$ cat src/rtl/mult32x32_ctrl.sv
// ============================================================================
// mult32x32_ctrl : sequencing controller for the 32x32 byte-by-word multiplier
// Rev 1.0 : initial release
// ============================================================================
`default_nettype none

module mult32x32_ctrl #(
  parameter bit RESTART_EN = 1'b0
) (
  input  logic        clk,
  input  logic        reset,
  input  logic        start,
  input  logic [31:0] a_in,
  input  logic [31:0] b_in,
  output logic [31:0] a,
  output logic [31:0] b,
  output logic [1:0]  a_sel,
  output logic        b_sel,
  output logic [2:0]  shift_sel,
  output logic        upd_prod,
  output logic        clr_prod,
  output logic        busy,
  output logic        done
);

  typedef enum logic [1:0] {
    S_IDLE = 2'd0,
    S_CLR  = 2'd1,
    S_MUL  = 2'd2,
    S_DONE = 2'd3
  } state_t;

  state_t     state;
  state_t     state_nxt;
  logic [2:0] cnt;
  logic [2:0] cnt_nxt;
  logic       load;

  always_ff @(posedge clk or posedge reset) begin
    if (reset) begin
      state <= S_IDLE;
      cnt   <= 3'd0;
      a     <= 32'd0;
      b     <= 32'd0;
    end else begin
      state <= state_nxt;
      cnt   <= cnt_nxt;
      if (load) begin
        a <= a_in;
        b <= b_in;
      end
    end
  end

  always_comb begin
    state_nxt = state;
    cnt_nxt   = cnt;
    load      = 1'b0;
    case (state)
      S_IDLE, S_DONE: begin
        if (start) begin
          load      = 1'b1;
          state_nxt = S_CLR;
          cnt_nxt   = 3'd0;
        end else begin
          state_nxt = S_IDLE;
        end
      end
      S_CLR: begin
        state_nxt = S_MUL;
        cnt_nxt   = 3'd0;
      end
      S_MUL: begin
        cnt_nxt = cnt + 3'd1;
        if (cnt == 3'd7) begin
          state_nxt = S_DONE;
        end
      end
      default: begin
        state_nxt = S_IDLE;
        cnt_nxt   = 3'd0;
      end
    endcase
    // An abort overrides the normal sequence and restarts from the clear cycle.
    if (RESTART_EN && start && (state == S_CLR || state == S_MUL)) begin
      load      = 1'b1;
      state_nxt = S_CLR;
      cnt_nxt   = 3'd0;
    end
  end

  always_comb begin
    a_sel     = 2'd0;
    b_sel     = 1'b0;
    shift_sel = 3'd0;
    upd_prod  = 1'b0;
    clr_prod  = 1'b0;
    busy      = 1'b0;
    done      = 1'b0;
    case (state)
      S_CLR: begin
        clr_prod = 1'b1;
        busy     = 1'b1;
      end
      S_MUL: begin
        upd_prod  = 1'b1;
        busy      = 1'b1;
        a_sel     = cnt[1:0];
        b_sel     = cnt[2];
        // Word B[31:16] sits two byte positions higher than word B[15:0].
        shift_sel = {1'b0, cnt[1:0]} + {1'b0, cnt[2], 1'b0};
      end
      S_DONE: begin
        done = 1'b1;
      end
      default: begin
        busy = 1'b0;
      end
    endcase
  end

endmodule

`default_nettype wire

$ cat config.mk
export PLATFORM = sky130hd
export DESIGN_NAME = mult32x32_ctrl
export DESIGN_NICKNAME = d
export VERILOG_FILES = /design/src/rtl/mult32x32_ctrl.sv
export SDC_FILE = /design/constraint.sdc
export NUM_CORES = 1
export LEC_CHECK = 0
export BUFFER_PORTS_ARGS = -buffer_cell sky130_fd_sc_hd__buf_2
export CORE_MARGIN = 3
export CORE_UTILIZATION = 45
export CTS_BUF_LIST = sky130_fd_sc_hd__clkbuf_4
export DETAILED_ROUTE_END_ITERATION = 6
export GPL_TIMING_DRIVEN = 0
export PLACE_DENSITY = 0.79
export SYNTH_ARGS = -nofsm -noshare
export SYNTH_HDL_FRONTEND = slang
export SYNTH_SLANG_ARGS = --single-unit
$ cat constraint.sdc
create_clock -name clk -period 3.1 [get_ports clk]
set_input_delay 0.62 -clock clk [delete_from_list [all_inputs] [get_ports clk]]
set_output_delay 0.62 -clock clk [all_outputs]
set_load 0.01 [all_outputs]
* After elaboration in Yosys (flattened, before gate mapping) *
Index checks and enable logic that the tools add are counted.

word-level totals
  output and inout port bits = 74
  input bits = 67
  register bits after elaboration = 69

operators by class
  reductions and logical operators = 3
  equal/unequal tests = 6
  mux-type cells = 14
  add/sub/neg operators = 2

operators by type and width
  operator                                                                number
  3-bit one-hot mux with 3 select lines                                   1
  1-bit two-way mux                                                       8
  3-bit two-way mux                                                       2
  2-bit one-hot mux with 3 select lines                                   1
  2-bit equality test (second input constant)                             2
  2-bit two-way mux                                                       2
  2-bit inequality test (second input constant)                           2
  2-bit OR reduction                                                      2
  2-bit by 2-bit adder with 3-bit output                                  1
  3-bit by 1-bit adder with 3-bit output (second input constant)          1
  3-bit equality test (second input constant)                             1
  2-bit by 1-bit equality test with 1-bit output (second input constant)  1
  2-bit zero test                                                         1

* Logic depth before layout (Yosys ltp) *
Gate-level depths: netlist of run 1.

  depth in word-level cells = 3
  gate-level depth with buffers = 6
  gate-level depth less buffers = 4

* Worst setup path before layout of run 1 *
OpenSTA, ideal clock, no wires.

  kind = flip-flop to flip-flop
  start = reg state[0]
  end = reg a[18]
  library setup time = 0.125 ns
  arrival time = 1.489 ns
  slack = 1.486 ns
  cell stages (with the launch flop) = 7
  path through = dfrtp_1 inv_1 ha_1 buf_4 nand2_4 clkbuf_8 mux2_2

between the ends
  cells in the longest elaborated chain, start to end = 3

RTL lines
  what                                                           line  RTL
  start, declared                                                33    state_t state;
  start signal, assigned                                         46    state <= state_nxt;
  2-bit equality test / 2-bit zero test (equally long branches)  59    case (state)
  2-bit OR reduction *                                           59
  1-bit two-way mux *                                            59
  end signal, assigned                                           49    a <= a_in;
  end, declared                                                  15    output logic [31:0] a,

Every way passes the cells marked *; elsewhere a longest branch is shown, timed or not.
A chain may end at the register's enable or synchronous reset.

* Worst setup path in the final report of run 1 *
  start = reg state[0]
  end = out shift_sel[0]

between the ends
  cells in the longest elaborated chain, start to end = 2

RTL lines
  what                 line  RTL
  2-bit equality test  100   case (state)
  3-bit two-way mux    100
  end, declared        19    output logic [2:0] shift_sel,

No other way between the ends.

==> flow_summary.json, run 1 <==
{
  "cap_violations": 0,
  "power_mw": 4.017,
  "pwr-share-seq_pct": 39.4,
  "p_clk_share_pct": 12.5,
  "syn-mean-instance-area_sq_um": 16.40,
  "cts_sinks": 69,
  "most-common-layout-cells": "buf_2 (140), dfrtp_1 (69), mux2_2 (60)",
  "numPortBuffers": 140,
  "slew_violations": 0,
  "cp_slowest_cell": "dfrtp_1",
  "crit_type": "reg -> out",
  "tightest_slew_ps": 807.6,
  "drtIter0Drc": 14,
  "dieWidth_um": 84.94,
  "cts-htree-levels": 3,
  "grt_pass1_vias": 2009,
  "slew_headroom_pct": 46.16,
  "power.switching_mw": 1.350,
  "synthCells": 171,
  "cp.arrival_ps": 1520,
  "outcome": "complete, no violations",
  "finalSetupTns_ps": 0,
  "routedWlPerCell_um": 13.57,
  "clkTransAtPathRegs_ps": 110,
  "p_per_area_nw_per_um2": 1083,
  "core_sq_um": 5991,
  "die-area_sq_um": 7214,
  "hold_buffers": 0,
  "ys_seq_area_share_pct": 61.58,
  "drc": 0,
  "cts_tree": "yes",
  "clockBufferDepth": 2,
  "critPathRequiredTime_ps": 2480,
  "grt_pass1_wl_um": 8963,
  "hp-class": "in -> async",
  "post-dp-hpwl_um": 4144,
  "clk_latency_ps": 380,
  "grtUsageTotal_pct": 15.75,
  "peakVddDrop_uv": 574.8,
  "synth_warnings": 0,
  "syn_nets": 245,
  "end_kind": "output port",
  "fmax_mhz": 466.2,
  "post_cts_buffers": 0,
  "final_common_cell": "buf_2",
  "power.leakage_nw": 1.938,
  "finalHoldViolCount": 0,
  "io_pins": 141,
  "period_share_pct": 69.19,
  "firstDrtPassIters": 4,
  "row_count": 28,
  "nets": 396,
  "startpoint_type": "flip-flop",
  "initial_core_util_pct": 46.80,
  "grt.overflow.total": 0,
  "syn2layout_area_growth_pct": 32.35,
  "root_buffer": "clkbuf_4",
  "ys_seq_elements": 69,
  "worstPathCellList": "inv_1 > ha_1 > and2_1 > buf_4 > buf_2",
  "synth_cell_types": 16,
  "skew_ps": 10.25,
  "final_antenna_net_count": 0,
  "max_stage_delay_ps": 390,
  "vias": 1879,
  "final_period_minus_worst_setup_slack_ps": 2145,
  "die_h_um": 84.94,
  "cts_made_buffers": 9,
  "drive_gt1_share_pct": 70.06,
  "drt_wl_total_um": 5413,
  "post_drt_via_cell_ratio": 4.709,
  "intPower_mw": 2.667,
  "antenna_cells": 0,
  "path_max_fanout": 4,
  "grt_max_degree": 70,
  "synth_area_sq_um": 2804,
  "place_congestion": 0.6834,
  "setup_viol": 0,
  "cts_resized": 0,
  "power_frac_comb_pct": 48.1,
  "final_core_utilization_pct": 61.95,
  "antenna_found_initial": 0,
  "sw_frac_of_total_pct": 33.60,
  "rsz0062_at_grt": "false",
  "timing.hold.ws_ps": 391.9
}
synth_stat cells:
cell / n / area share, %
buf_4: 2 / 0.54
mux2_4: 5 / 2.7
ha_1: 7 / 3.1
and2_1: 5 / 1.1
inv_1: 4 / 0.54
mux2_2: 60 / 24
dfrtp_1: 69 / 62
nand3b_1: 2 / 0.54
nand2_1: 2 / 0.27
nand2b_1: 1 / 0.22
o21ai_0: 2 / 0.36
nor2b_1: 1 / 0.22
clkbuf_8: 6 / 2.9
nand2_4: 1 / 0.40
and2b_2: 1 / 0.31
mux2i_1: 3 / 1.1
sequential cells by signal (all words and copies together), names as in the netlist:
name   flops
b         32
a         32
cnt        3
state      2
metal layers:
metal	part of all wire, %	vias up	GRT usage, %
met4	2.3	0	7.050
li1	-	889	-
met2	46	93	24.77
met1	40	881	18.81
met3	11	16	6.893
met5	0	-	0
final timing paths:
path / start / to / slack [ps] / cells past startpoint
max: state[0]$_DFFE_PP0P_ / shift_sel[0] / 960 / 5
min: reset / b[29]$_DFFE_PP0P_ / 390 / 2
max reg2reg: state[0]$_DFFE_PP0P_ / a[22]$_DFFE_PP0P_ / 1340 / 6
min reg2reg: b[16]$_DFFE_PP0P_ / b[16]$_DFFE_PP0P_ / 510 / 1
max in group asynchronous: reset / cnt[1]$_DFFE_PP0P_ / 2180 / 2
min in group clk: a_in[14] / a[14]$_DFFE_PP0P_ / 450 / 2
per-stage QoR:
stage,setup WS [ps],instance area (sq um),std cells
floorplan,740.1,2804,171
global placement,-48.12,3598,386
finish,955.2,3711,399
detailed placement,1319,3601,386
CTS,904.6,3711,399
global route,830.0,3711,399
layout make-up:
cell class,instances,area (sq um)
plain buffers,8,97.59
clock buffers,9,67.56
clock inverters,4,42.54
fillers,493,2280
inverters,4,17.52
multi-input cells,90,964.7
flip-flops and latches,69,1727
well taps,75,93.84
repair buffers,140,700.7
power by group through the flow:
stage | Clock, mW | Combinational (mW) | Sequential (mW)
6_report | 0.500 | 1.93 | 1.58
3_5_place_dp | 0 | 1.98 | 1.60
5_1_grt | 0.565 | 2.11 | 1.65
2_1_floorplan | 0 | 1.07 | 1.81
4_1_cts | 0.524 | 1.98 | 1.59
3_3_place_gp | 0 | 1.93 | 1.58
kinds of logic after synthesis:
kind of cell               count (synthesis)  share of synthesized area [%]
DFF                                       69                          61.58
muxes                                     68                          27.84
and+or+nand+nor                           13                          3.079
buffers and inverters                     12                          4.016
adders and majority gates                  7                          3.123
AOI/OAI and AO/OA                          2                         0.3570
critical path: cells and delay by family (launching register included):
family / cells / cell delay (ps)
buffers and inverters: 3 / 330
and+or+nand+nor: 1 / 180
DFF: 1 / 390
adders and majority gates: 1 / 230
Power figures use the tool's default switching activity.
==> inputs of run 2 (changes only) <==
ABC_AREA = 1   (was default)
CORE_UTILIZATION = 43   (was 45)
PLACE_DENSITY = 0.78   (was 0.79)
clock period = 1.75 ns   (was 3.1 ns; I/O delays follow)
==> run 2 against run 1 <==
  * Global-route usage is 2.8 points higher
  * Synthesized cell count is 91% higher
  * Clock skew is 5.3 ps higher
  * Final cell count is 42% higher
  * Die area is 8.1% higher
  * Sequential power is 76% higher
  * First-iteration DRC count grew to 6.1 times the previous value
  * Sequential cell count stayed put
  * Worst hold slack worse by 320 ps
  * Combinational power is 100% higher
  * Clock power is 120% higher
==> flow_summary.json, run 2 <==
{
  "outcome": "complete, no violations",
  "crit_type": "reg -> out",
  "fmax_mhz": 595.9,
  "root_buffer": "clkbuf_4",
  "final_antenna_net_count": 0,
  "grt_pass1_wl_um": 11360,
  "finalHoldViolCount": 0,
  "die-area_sq_um": 7800,
  "pre_cts_ws_ps": 103.7,
  "grt.overflow.total": 0,
  "yosysMostFrequentCell": "nand2_1",
  "grtUsageTotal_pct": 18.51,
  "slew_violations": 0,
  "synth_flop_cell": "dfrtp_1",
  "synthTopCellsByArea": "dfrtp_1 (59%), nand2_1 (19%), nand3_1 (12%)",
  "synth_area_sq_um": 2914,
  "final_core_utilization_pct": 61.76,
  "path_max_fanout": 4,
  "cap_violations": 0,
  "slew_headroom_pct": 52.43,
  "row_count": 29,
  "cts_made_buffers": 9,
  "firstDrtPassIters": 4,
  "clk_latency_ps": 390,
  "p_per_area_nw_per_um2": 1964,
  "die_h_um": 88.32,
  "yosysTopAreaCell": "dfrtp_1",
  "synth_top_area_share_pct": 59.25,
  "final_common_cell": "buf_2",
  "peakVddDrop_uv": 976.7,
  "most-common-layout-cells": "buf_2 (147), nand2_1 (142), dfrtp_1 (69)",
  "instances_no_fill": 565,
  "stdcell_area_sq_um": 3989,
  "ys_seq_area_share_pct": 59.25,
  "nets": 557,
  "cp.arrival_ps": 1330,
  "vias": 2693,
  "io_pins": 141,
  "startpoint_type": "flip-flop",
  "synth-edff-count": 0,
  "post_dp_cell_area_sq_um": 3735,
  "antenna_cells": 0,
  "dieWidth_um": 88.32,
  "post-dp-hpwl_um": 5281,
  "power.leakage_nw": 2.408,
  "initial_core_util_pct": 45.12,
  "hold_buffers": 0,
  "period_share_pct": 95.90,
  "drive_gt1_share_pct": 39.34,
  "cts_sinks": 69,
  "end_kind": "output port",
  "place_congestion": 0.7997,
  "clkTransAtPathRegs_ps": 110,
  "syn2layout_area_growth_pct": 36.88,
  "drtIter0Drc": 85,
  "synth_cell_types": 11,
  "final_period_minus_worst_setup_slack_ps": 1678,
  "hp-class": "in -> async",
  "antenna_found_initial": 0,
  "critPathRequiredTime_ps": 1400,
  "tightest_slew_ps": 712.0,
  "setup_viol": 0,
  "numPortBuffers": 140,
  "routedWlPerCell_um": 12.78,
  "cts_tree": "yes",
  "post_drt_via_cell_ratio": 4.766,
  "power_mw": 7.835,
  "synthCells": 326,
  "clockBufferDepth": 2,
  "grt_max_degree": 39,
  "ys_seq_elements": 69,
  "core_sq_um": 6459,
  "skew_ps": 15.52,
  "cts-htree-levels": 3,
  "async_reset_ff_share_pct": 100.0,
  "fin_ws_ps": 71.82,
  "rsz0062_at_grt": "true",
  "timing.hold.ws_ps": 70.51,
  "synth_warnings": 0,
  "synth_top_cells_by_count": "nand2_1 (145), dfrtp_1 (69), nand3_1 (68)",
  "drc": 0,
  "drt_wl_total_um": 7220,
  "dp.cells": 544,
  "top_regs": "a x32, b x32, cnt x3",
  "syn-mean-instance-area_sq_um": 8.939,
  "finalSetupTns_ps": 0,
  "syn_nets": 400,
  "grt_pass1_vias": 2524
}
[run 2: report_power, final]
part           leakage (nW)  internal, mW  switching (mW)
logic                  1.46          1.67            2.27
clock network        0.0852         0.583           0.538
registers             0.858          2.36           0.416
[run 2: critical path, cell delays in order (launching register included)]
cell	delay, ps
dfrtp_1	430
ha_1	310
nand2_2	60
inv_1	30
buf_2	120
[run 2: layout make-up]
cell class              instances  area [sq um]
flip-flops and latches         69          1727
well taps                      77         96.34
clock buffers                  10         75.07
fillers                       594          2470
repair buffers                148         799.5
clock inverters                 6         77.57
inverters                      13         57.56
plain buffers                  19         136.4
multi-input cells             223          1020
[run 2: path summary, 6_finish.rpt]
| check | to | from | slack, ps | cells after the start |
|---|---|---|---|---|
| worst min-delay path | b[14]$_DFFE_PP0P_ | reset | 70 | 2 |
| max in group asynchronous | a[21]$_DFFE_PP0P_ | reset | 1070 | 3 |
| worst max-delay path | shift_sel[1] | cnt[1]$_DFFE_PP0P_ | 70 | 4 |
| worst max register to register | a[29]$_DFFE_PP0P_ | state[0]$_DFFE_PP0P_ | 230 | 7 |
| min in group clk | b[0]$_DFFE_PP0P_ | b_in[0] | 170 | 3 |
| worst min register to register | b[15]$_DFFE_PP0P_ | b[15]$_DFFE_PP0P_ | 470 | 2 |
[run 2: cell families after synthesis]
group | share of synthesized area, %
buf+inv | 6.870
flops | 59.25
compound gates | 0.1716
simple gates | 30.70
fa+ha+maj | 3.005
[run 2: what timing repair did]
item,CTS,global route
gates resized for setup,9,11
buffers inserted,5,2
pin swaps,1,2
gates cloned,0,0
endpoints found under the setup margin,7,4
[run 2: layer usage]
layer	wire length (um)	vias to the layer above	global-route usage [%]	part of all wire (%)
li1	-	1341	-	-
met5	0	-	0	0
met3	536	9	3.724	7.4
met4	73	0	6.868	1.0
met1	3052	1239	23.08	42
met2	3557	104	31.82	49
